<file path="config.mk">
export PLATFORM = sky130hd
export DESIGN_NAME = wb_load_unit
export DESIGN_NICKNAME = d
export VERILOG_FILES = /design/src/rtl/wb_load_unit.sv
export SDC_FILE = /design/constraint.sdc
export NUM_CORES = 1
export LEC_CHECK = 0
export ABC_AREA = 1
export CAP_MARGIN = 40
export CORE_MARGIN = 2
export CORE_UTILIZATION = 40
export CTS_BUF_LIST = sky130_fd_sc_hd__clkbuf_4
export DETAILED_ROUTE_END_ITERATION = 16
export SKIP_LAST_GASP = 1
export SLEW_MARGIN = 25
export SYNTH_ARGS = -nofsm -noshare
export SYNTH_HDL_FRONTEND = slang
export SYNTH_SLANG_ARGS = --single-unit
</file>
<file path="constraint.sdc">
create_clock -name clk -period 9.1 [get_ports clk]
set_clock_uncertainty 0.1 [all_clocks]
set_input_delay 1.82 -clock clk [delete_from_list [all_inputs] [get_ports clk]]
set_output_delay 1.82 -clock clk [all_outputs]
set_load 0.01 [all_outputs]
</file>
<file path="src/rtl/wb_load_unit.sv">
`default_nettype none
// ============================================================================
// Module   : wb_load_unit
// Purpose  : MIPS write-back stage that buffers in-order MEM instructions,
//            waits for decoupled load responses and aligns load data.
//            Optional debug ports are enabled by defining WB_DEBUG_EN.
// Revision : 1.0
// ============================================================================
module wb_load_unit #(
    parameter int DEPTH = 2,
    parameter int CNT_W = $clog2(DEPTH + 1)
) (
    input  logic             clk,
    input  logic             rst_n,
    input  logic             mem_valid_in,
    output logic             wb_allowin_out,
    input  logic [31:0]      mem_pc_in,
    input  logic [4:0]       mem_wnum_in,
    input  logic [2:0]       mem_ld_op_in,
    input  logic [1:0]       mem_adrl_in,
    input  logic [31:0]      mem_alu_res_in,
    input  logic             mem_rf_we_in,
    input  logic             flush_in,
    input  logic             data_ok_in,
    input  logic [31:0]      rdata_in,
    output logic             wb_valid_out,
    output logic [3:0]       wb_reg_we_out,
    output logic [4:0]       wb_wnum_out,
    output logic [31:0]      wb_wdata_out,
    output logic [31:0]      wb_pc_out,
`ifdef WB_DEBUG_EN
    output logic [31:0]      debug_wb_pc,
    output logic [3:0]       debug_wb_rf_wen,
    output logic [4:0]       debug_wb_rf_wnum,
    output logic [31:0]      debug_wb_rf_wdata,
`endif
    output logic [CNT_W-1:0] pending_cnt_out
);

    localparam int PTR_W = (DEPTH > 1) ? $clog2(DEPTH) : 1;

    localparam logic [2:0] c_op_none = 3'd0;
    localparam logic [2:0] c_op_lb   = 3'd1;
    localparam logic [2:0] c_op_lbu  = 3'd2;
    localparam logic [2:0] c_op_lh   = 3'd3;
    localparam logic [2:0] c_op_lhu  = 3'd4;
    localparam logic [2:0] c_op_lwl  = 3'd6;
    localparam logic [2:0] c_op_lwr  = 3'd7;

    // Entry payload (no reset needed: has_data_q/count_q qualify every read)
    logic [31:0]      pc_q   [DEPTH];
    logic [4:0]       wnum_q [DEPTH];
    logic [2:0]       op_q   [DEPTH];
    logic [1:0]       adrl_q [DEPTH];
    logic [31:0]      data_q [DEPTH];
    logic             rfwe_q [DEPTH];
    logic [DEPTH-1:0] has_data_q;

    logic [PTR_W-1:0] rptr_q, wptr_q;
    logic [CNT_W-1:0] count_q, count_d;
    logic [CNT_W-1:0] discard_q, discard_d;
    logic             ready_q;

    logic             wb_valid_q;
    logic [3:0]       wb_we_q;
    logic [4:0]       wb_wnum_q;
    logic [31:0]      wb_wdata_q;
    logic [31:0]      wb_pc_q;

    logic             w_fill_hit;
    logic [PTR_W-1:0] w_fill_idx;
    logic [CNT_W-1:0] w_unanswered;
    logic [PTR_W:0]   w_slot;
    logic             w_resp_drop, w_resp_fill;
    logic             w_pop, w_push;
    logic [CNT_W:0]   w_occ;

    logic [31:0]      w_head_data, w_shr, w_wdata;
    logic [2:0]       w_head_op;
    logic [1:0]       w_head_adrl;
    logic [15:0]      w_half;
    logic [3:0]       w_we;

    function automatic logic [PTR_W-1:0] ptr_inc(input logic [PTR_W-1:0] p);
        if (p == PTR_W'(DEPTH - 1)) return '0;
        return p + PTR_W'(1);
    endfunction

    // Oldest unanswered load and the number of unanswered loads in the FIFO
    always_comb begin
        w_fill_hit   = 1'b0;
        w_fill_idx   = '0;
        w_unanswered = '0;
        w_slot       = '0;
        for (int i = 0; i < DEPTH; i++) begin
            w_slot = {1'b0, rptr_q} + (PTR_W + 1)'(i);
            if (w_slot >= (PTR_W + 1)'(DEPTH)) w_slot = w_slot - (PTR_W + 1)'(DEPTH);
            if ((CNT_W'(i) < count_q) && !has_data_q[w_slot[PTR_W-1:0]]) begin
                w_unanswered = w_unanswered + CNT_W'(1);
                if (!w_fill_hit) begin
                    w_fill_hit = 1'b1;
                    w_fill_idx = w_slot[PTR_W-1:0];
                end
            end
        end
    end

    assign w_resp_drop    = data_ok_in && (discard_q != '0);
    assign w_resp_fill    = data_ok_in && !w_resp_drop && w_fill_hit;
    assign w_pop          = (count_q != '0) && has_data_q[rptr_q] && !flush_in;
    assign w_occ          = {1'b0, count_q} + {1'b0, discard_q};
    assign wb_allowin_out = ready_q && ((w_occ < (CNT_W + 1)'(DEPTH)) || w_pop);
    assign w_push         = mem_valid_in && wb_allowin_out && !flush_in;

    always_comb begin
        count_d   = count_q + CNT_W'(w_push) - CNT_W'(w_pop);
        discard_d = discard_q - CNT_W'(w_resp_drop);
        if (flush_in) begin
            count_d   = '0;
            discard_d = discard_d + w_unanswered - CNT_W'(w_resp_fill);
        end
    end

    always_ff @(posedge clk) begin
        if (!rst_n) begin
            rptr_q     <= '0;
            wptr_q     <= '0;
            count_q    <= '0;
            discard_q  <= '0;
            has_data_q <= '0;
            ready_q    <= 1'b0;
        end else begin
            ready_q   <= 1'b1;
            count_q   <= count_d;
            discard_q <= discard_d;
            if (flush_in) begin
                rptr_q     <= '0;
                wptr_q     <= '0;
                has_data_q <= '0;
            end else begin
                if (w_push) wptr_q <= ptr_inc(wptr_q);
                if (w_pop) rptr_q <= ptr_inc(rptr_q);
                if (w_resp_fill) has_data_q[w_fill_idx] <= 1'b1;
                if (w_push) has_data_q[wptr_q] <= (mem_ld_op_in == c_op_none);
            end
        end
    end

    always_ff @(posedge clk) begin
        if (w_push) begin
            pc_q[wptr_q]   <= mem_pc_in;
            wnum_q[wptr_q] <= mem_wnum_in;
            op_q[wptr_q]   <= mem_ld_op_in;
            adrl_q[wptr_q] <= mem_adrl_in;
            rfwe_q[wptr_q] <= mem_rf_we_in;
            data_q[wptr_q] <= mem_alu_res_in;
        end
        if (w_resp_fill) data_q[w_fill_idx] <= rdata_in;
    end

    assign w_head_data = data_q[rptr_q];
    assign w_head_op   = op_q[rptr_q];
    assign w_head_adrl = adrl_q[rptr_q];
    assign w_shr       = w_head_data >> {w_head_adrl, 3'b000};
    assign w_half      = w_head_adrl[1] ? w_head_data[31:16] : w_head_data[15:0];

    always_comb begin
        w_we    = 4'hF;
        w_wdata = w_head_data;
        case (w_head_op)
            c_op_none: w_we    = {4{rfwe_q[rptr_q]}};
            c_op_lb:   w_wdata = {{24{w_shr[7]}}, w_shr[7:0]};
            c_op_lbu:  w_wdata = {24'h0, w_shr[7:0]};
            c_op_lh:   w_wdata = {{16{w_half[15]}}, w_half};
            c_op_lhu:  w_wdata = {16'h0, w_half};
            c_op_lwl: begin
                w_wdata = w_head_data << {~w_head_adrl, 3'b000};
                w_we    = 4'hF << ~w_head_adrl;
            end
            c_op_lwr: begin
                w_wdata = w_shr;
                w_we    = 4'hF >> w_head_adrl;
            end
            default: ;
        endcase
    end

    // Retire registers: pc/wnum/wdata hold between retires, valid/we clear
    always_ff @(posedge clk) begin
        if (!rst_n) begin
            wb_valid_q <= 1'b0;
            wb_we_q    <= '0;
            wb_wnum_q  <= '0;
            wb_wdata_q <= '0;
            wb_pc_q    <= '0;
        end else if (w_pop) begin
            wb_valid_q <= 1'b1;
            wb_we_q    <= w_we;
            wb_wnum_q  <= wnum_q[rptr_q];
            wb_wdata_q <= w_wdata;
            wb_pc_q    <= pc_q[rptr_q];
        end else begin
            wb_valid_q <= 1'b0;
            wb_we_q    <= '0;
        end
    end

    assign wb_valid_out    = wb_valid_q;
    assign wb_reg_we_out   = wb_we_q;
    assign wb_wnum_out     = wb_wnum_q;
    assign wb_wdata_out    = wb_wdata_q;
    assign wb_pc_out       = wb_pc_q;
    assign pending_cnt_out = count_q;

`ifdef WB_DEBUG_EN
    assign debug_wb_pc       = wb_pc_q;
    assign debug_wb_rf_wen   = wb_we_q;
    assign debug_wb_rf_wnum  = wb_wnum_q;
    assign debug_wb_rf_wdata = wb_wdata_q;
`else
    // Debug trace ports are not present in this build.
`endif

endmodule
`default_nettype wire

</file>
==> impl_metrics.csv <==
group,metric,value,unit
final_layout,area_growth,25.97,%
power,power,2.276,mW
run_status,status,"completed",
synth,synth_nets,1499,
critical_path,path_max_fanout,38,
power,p_leak,6.227,nW
clock_network,htree_levels,2,
clock_network,numClockSinks,234,
critical_path,r2r_slack,5.46,ns
grt,antenna_found_initial,2,
die,dieHeight,173.2,um
clock_network,cts_root_buffer,"clkbuf_4",
min_path,hp-class,"flop to flop",
route,drt-initial-drc-count,862,
critical_path,crit_chain,"clkdlybuf4s50_1 > nor2_1 > nand2_1 > buf_4 > a21boi_1 > clkdlybuf4s50_1",
min_path,min_from,"wb_wdata_out[13]",
min_path,hold_end,"wb_wdata_out[13]",
timing,holdWs,0.3670,ns
timing,fmax,182.2,MHz
clock_network,cts_tree,"yes",
final_layout,final_core_util,51.53,%
grt,grt_overflow,0,
timing,setup_viol,0,
placed_design,hpwl,21.16,mm
clock_network,postCtsSetupBuffers,0,
critical_path,worstRegToRegCells,9,
power,power.density,157.7,mW/mm2
route,drt_first_pass_iters,4,
critical_path,arrival,3.57,ns
route,totalWireLength,31.40,mm
route,ant_nets,0,
timing,slew_headroom,47.97,%
synth,synthTopCellsByArea,"edfxtp_1 39%, nand2_1 17%, dfxtp_1 15%, o21ai_0 5.7%, inv_1 3.5%",
timing,fin_crit_sh,60.31,%
critical_path,regToRegStartpoint,"rptr_q",
route,viasPerCell,4.885,
timing,tightest_slew,0.7805,ns
synth,synth.top_cell.area_share,39.31,%
route,num_vias,9755,
route,drc,0,
power,ir_drop,0.00008042,V
min_path,holdPathStages,2,
synth,ys_seq_area_share,53.99,%
critical_path,cpMaxStageDelayCell,"clkdlybuf4s50_1",
critical_path,crit_path_frequent_cell,"clkdlybuf4s50_1",
die,rows,61,
route,wl_per_cell,15.72,um
die,start_util,40.90,%
synth,synth-async-reset-ratio,0,%
critical_path,critical_path_required,7.18,ns
die,io_pins,189,
placed_design,gp_congestion,0.8702,
synth,synth_common_cells,"527 x nand2_1, 150 x edfxtp_1, 131 x o21ai_0",
critical_path,slowest_delay,0.54,ns
synth,syn_inst,1378,
final_layout,num-nets-final,1691,
synth,yosysWarningCount,0,
synth,synth_top_area_cell,"edfxtp_1",
clock_network,clk_pin_slew,0.06,ns
synth,synth_area_per_cell,8.314,um2
grt,grt_pass1_vias,9295,
timing,finalHoldViolCount,0,
timing,setup_tns,0,ns
grt,grt_max_degree,71,
die,die_x,173.2,um
critical_path,startpoint_type,"input port",
final_layout,drive_gt1_share,10.95,%
timing,fin_ws,3.612,ns
synth,yosysUniqueCellTypes,41,
critical_path,critical_path_class,"input port to output port",
clock_network,cts.path.max_buffers,3,
synth,yosysMostFrequentCell,"nand2_1",
clock_network,numCtsBuffers,61,
die,die-area,0.03001,mm2
clock_network,ctsHoldBuffers,0,
synth,synth-edff-count,150,
placed_design,numPortBuffers,188,
clock_network,clock_latency,0.70,ns
die,fp.coreArea,0.02801,mm2
placed_design,place_ws,3.601,ns
timing,fin_crit,5.488,ns
final_layout,fillers,2720,
timing,maxSlewViolCount,0,
synth,syn_area,0.01146,mm2
timing,rsz0062_at_grt,"false",
synth,synth_top_flop_cell,"edfxtp_1",
clock_network,ctsResizeCount,0,
grt,grtUsageTotal,20.82,%
job,maxCapViolCount,0,
critical_path,endpoint_kind,"output port",
synth,ys_ff_latch,234,
critical_path,reg2reg_to,"pc_q[1][27]",
grt,grt_first_pass_wirelength,49.83,mm
[registers in the layout, summed over array words and instances (netlist names), 2 cells and up, named ones only]
signal	count
wb_wdata_out	32
discard_q	2
pending_cnt_out	2
rfwe_q	2
has_data_q	2
wnum_q	10
op_q	6
data_q	64
adrl_q	4
pc_q	64
wb_wnum_out	5
wb_reg_we_out	4
wb_pc_out	32
[metrics by stage]
| stage | cell area (um2) | instances |
|---|---|---|
| 2_1_floorplan | 11460 | 1378 |
| 3_3_place_gp | 13480 | 1879 |
| 3_5_place_dp | 13570 | 1883 |
| 4_1_cts | 14380 | 1993 |
| 5_1_grt | 14430 | 1997 |
| 6_report | 14430 | 1997 |
[layer usage]
layer  routed length [um]  track usage (%)  vias up
met5                    0                0        -
met4                  598            6.850        0
met3                 2387            3.838       46
met2                13940            32.18      382
met1                14470            29.54     4383
li1                     -                -     4944
[power by group]
group / internal (mW) / switching [mW] / leakage [nW]
combinational: 0.0844 / 0.114 / 3.70
clock: 0.505 / 0.416 / 0.487
sequential: 1.15 / 0.00681 / 2.04
[cell type report]
type	instances	area (um2)	area share, %
timing repair buffer	204	2095	14.51
clock inverter	14	86.33	0.5982
sequential	234	6188	42.88
antenna	2	5.005	0.03468
tap	378	473.0	3.277
clock buffer	96	720.7	4.993
inverter	115	434.2	3.008
multi-input combinational	954	4431	30.70
[worst max-delay path, delay by kind of cell]
kind                   cells  cell delay, ns
AND/OR/NAND/NOR            2            0.11
buffers and inverters      3            1.47
AO/OA/AOI/OAI              1            0.16
[placed cells by master, fill, tap and decap left out, drive strengths merged, types with 8 or more instances in the layout]
| cell type | instances |
|---|---|
| nand2 | 552 |
| clkdlybuf4s50 | 187 |
| o21ai | 161 |
| edfxtp | 150 |
| inv | 116 |
| clkbuf | 96 |
| dfxtp | 84 |
| nor2 | 66 |
| a21oi | 64 |
| a31oi | 45 |
| nand3 | 42 |
| buf | 17 |
| clkinv | 12 |
| ha | 8 |
[how the worst max path moves through the flow]
| stage | slack [ns] | from | to |
|---|---|---|---|
| after floorplan | 4.22 | flush_in | adrl_q[0][0] |
| final | 3.61 | flush_in | wb_allowin_out |
| after CTS | 3.60 | flush_in | wb_allowin_out |
| after global placement | 3.59 | flush_in | wb_allowin_out |
| after detailed placement | 3.60 | flush_in | wb_allowin_out |
| after global routing | 3.50 | flush_in | wb_allowin_out |
[cell families after synthesis]
kind of cell	after synthesis	share of synthesized area, %
AO/OA/AOI/OAI	272	12.79
XOR/XNOR	3	0.2294
adder cells (fa/ha/maj)	9	1.048
buffers and inverters	190	7.535
flip-flops	234	53.99
AND/OR/NAND/NOR	670	24.41
No activity file was read; power rests on OpenSTA's default activity.
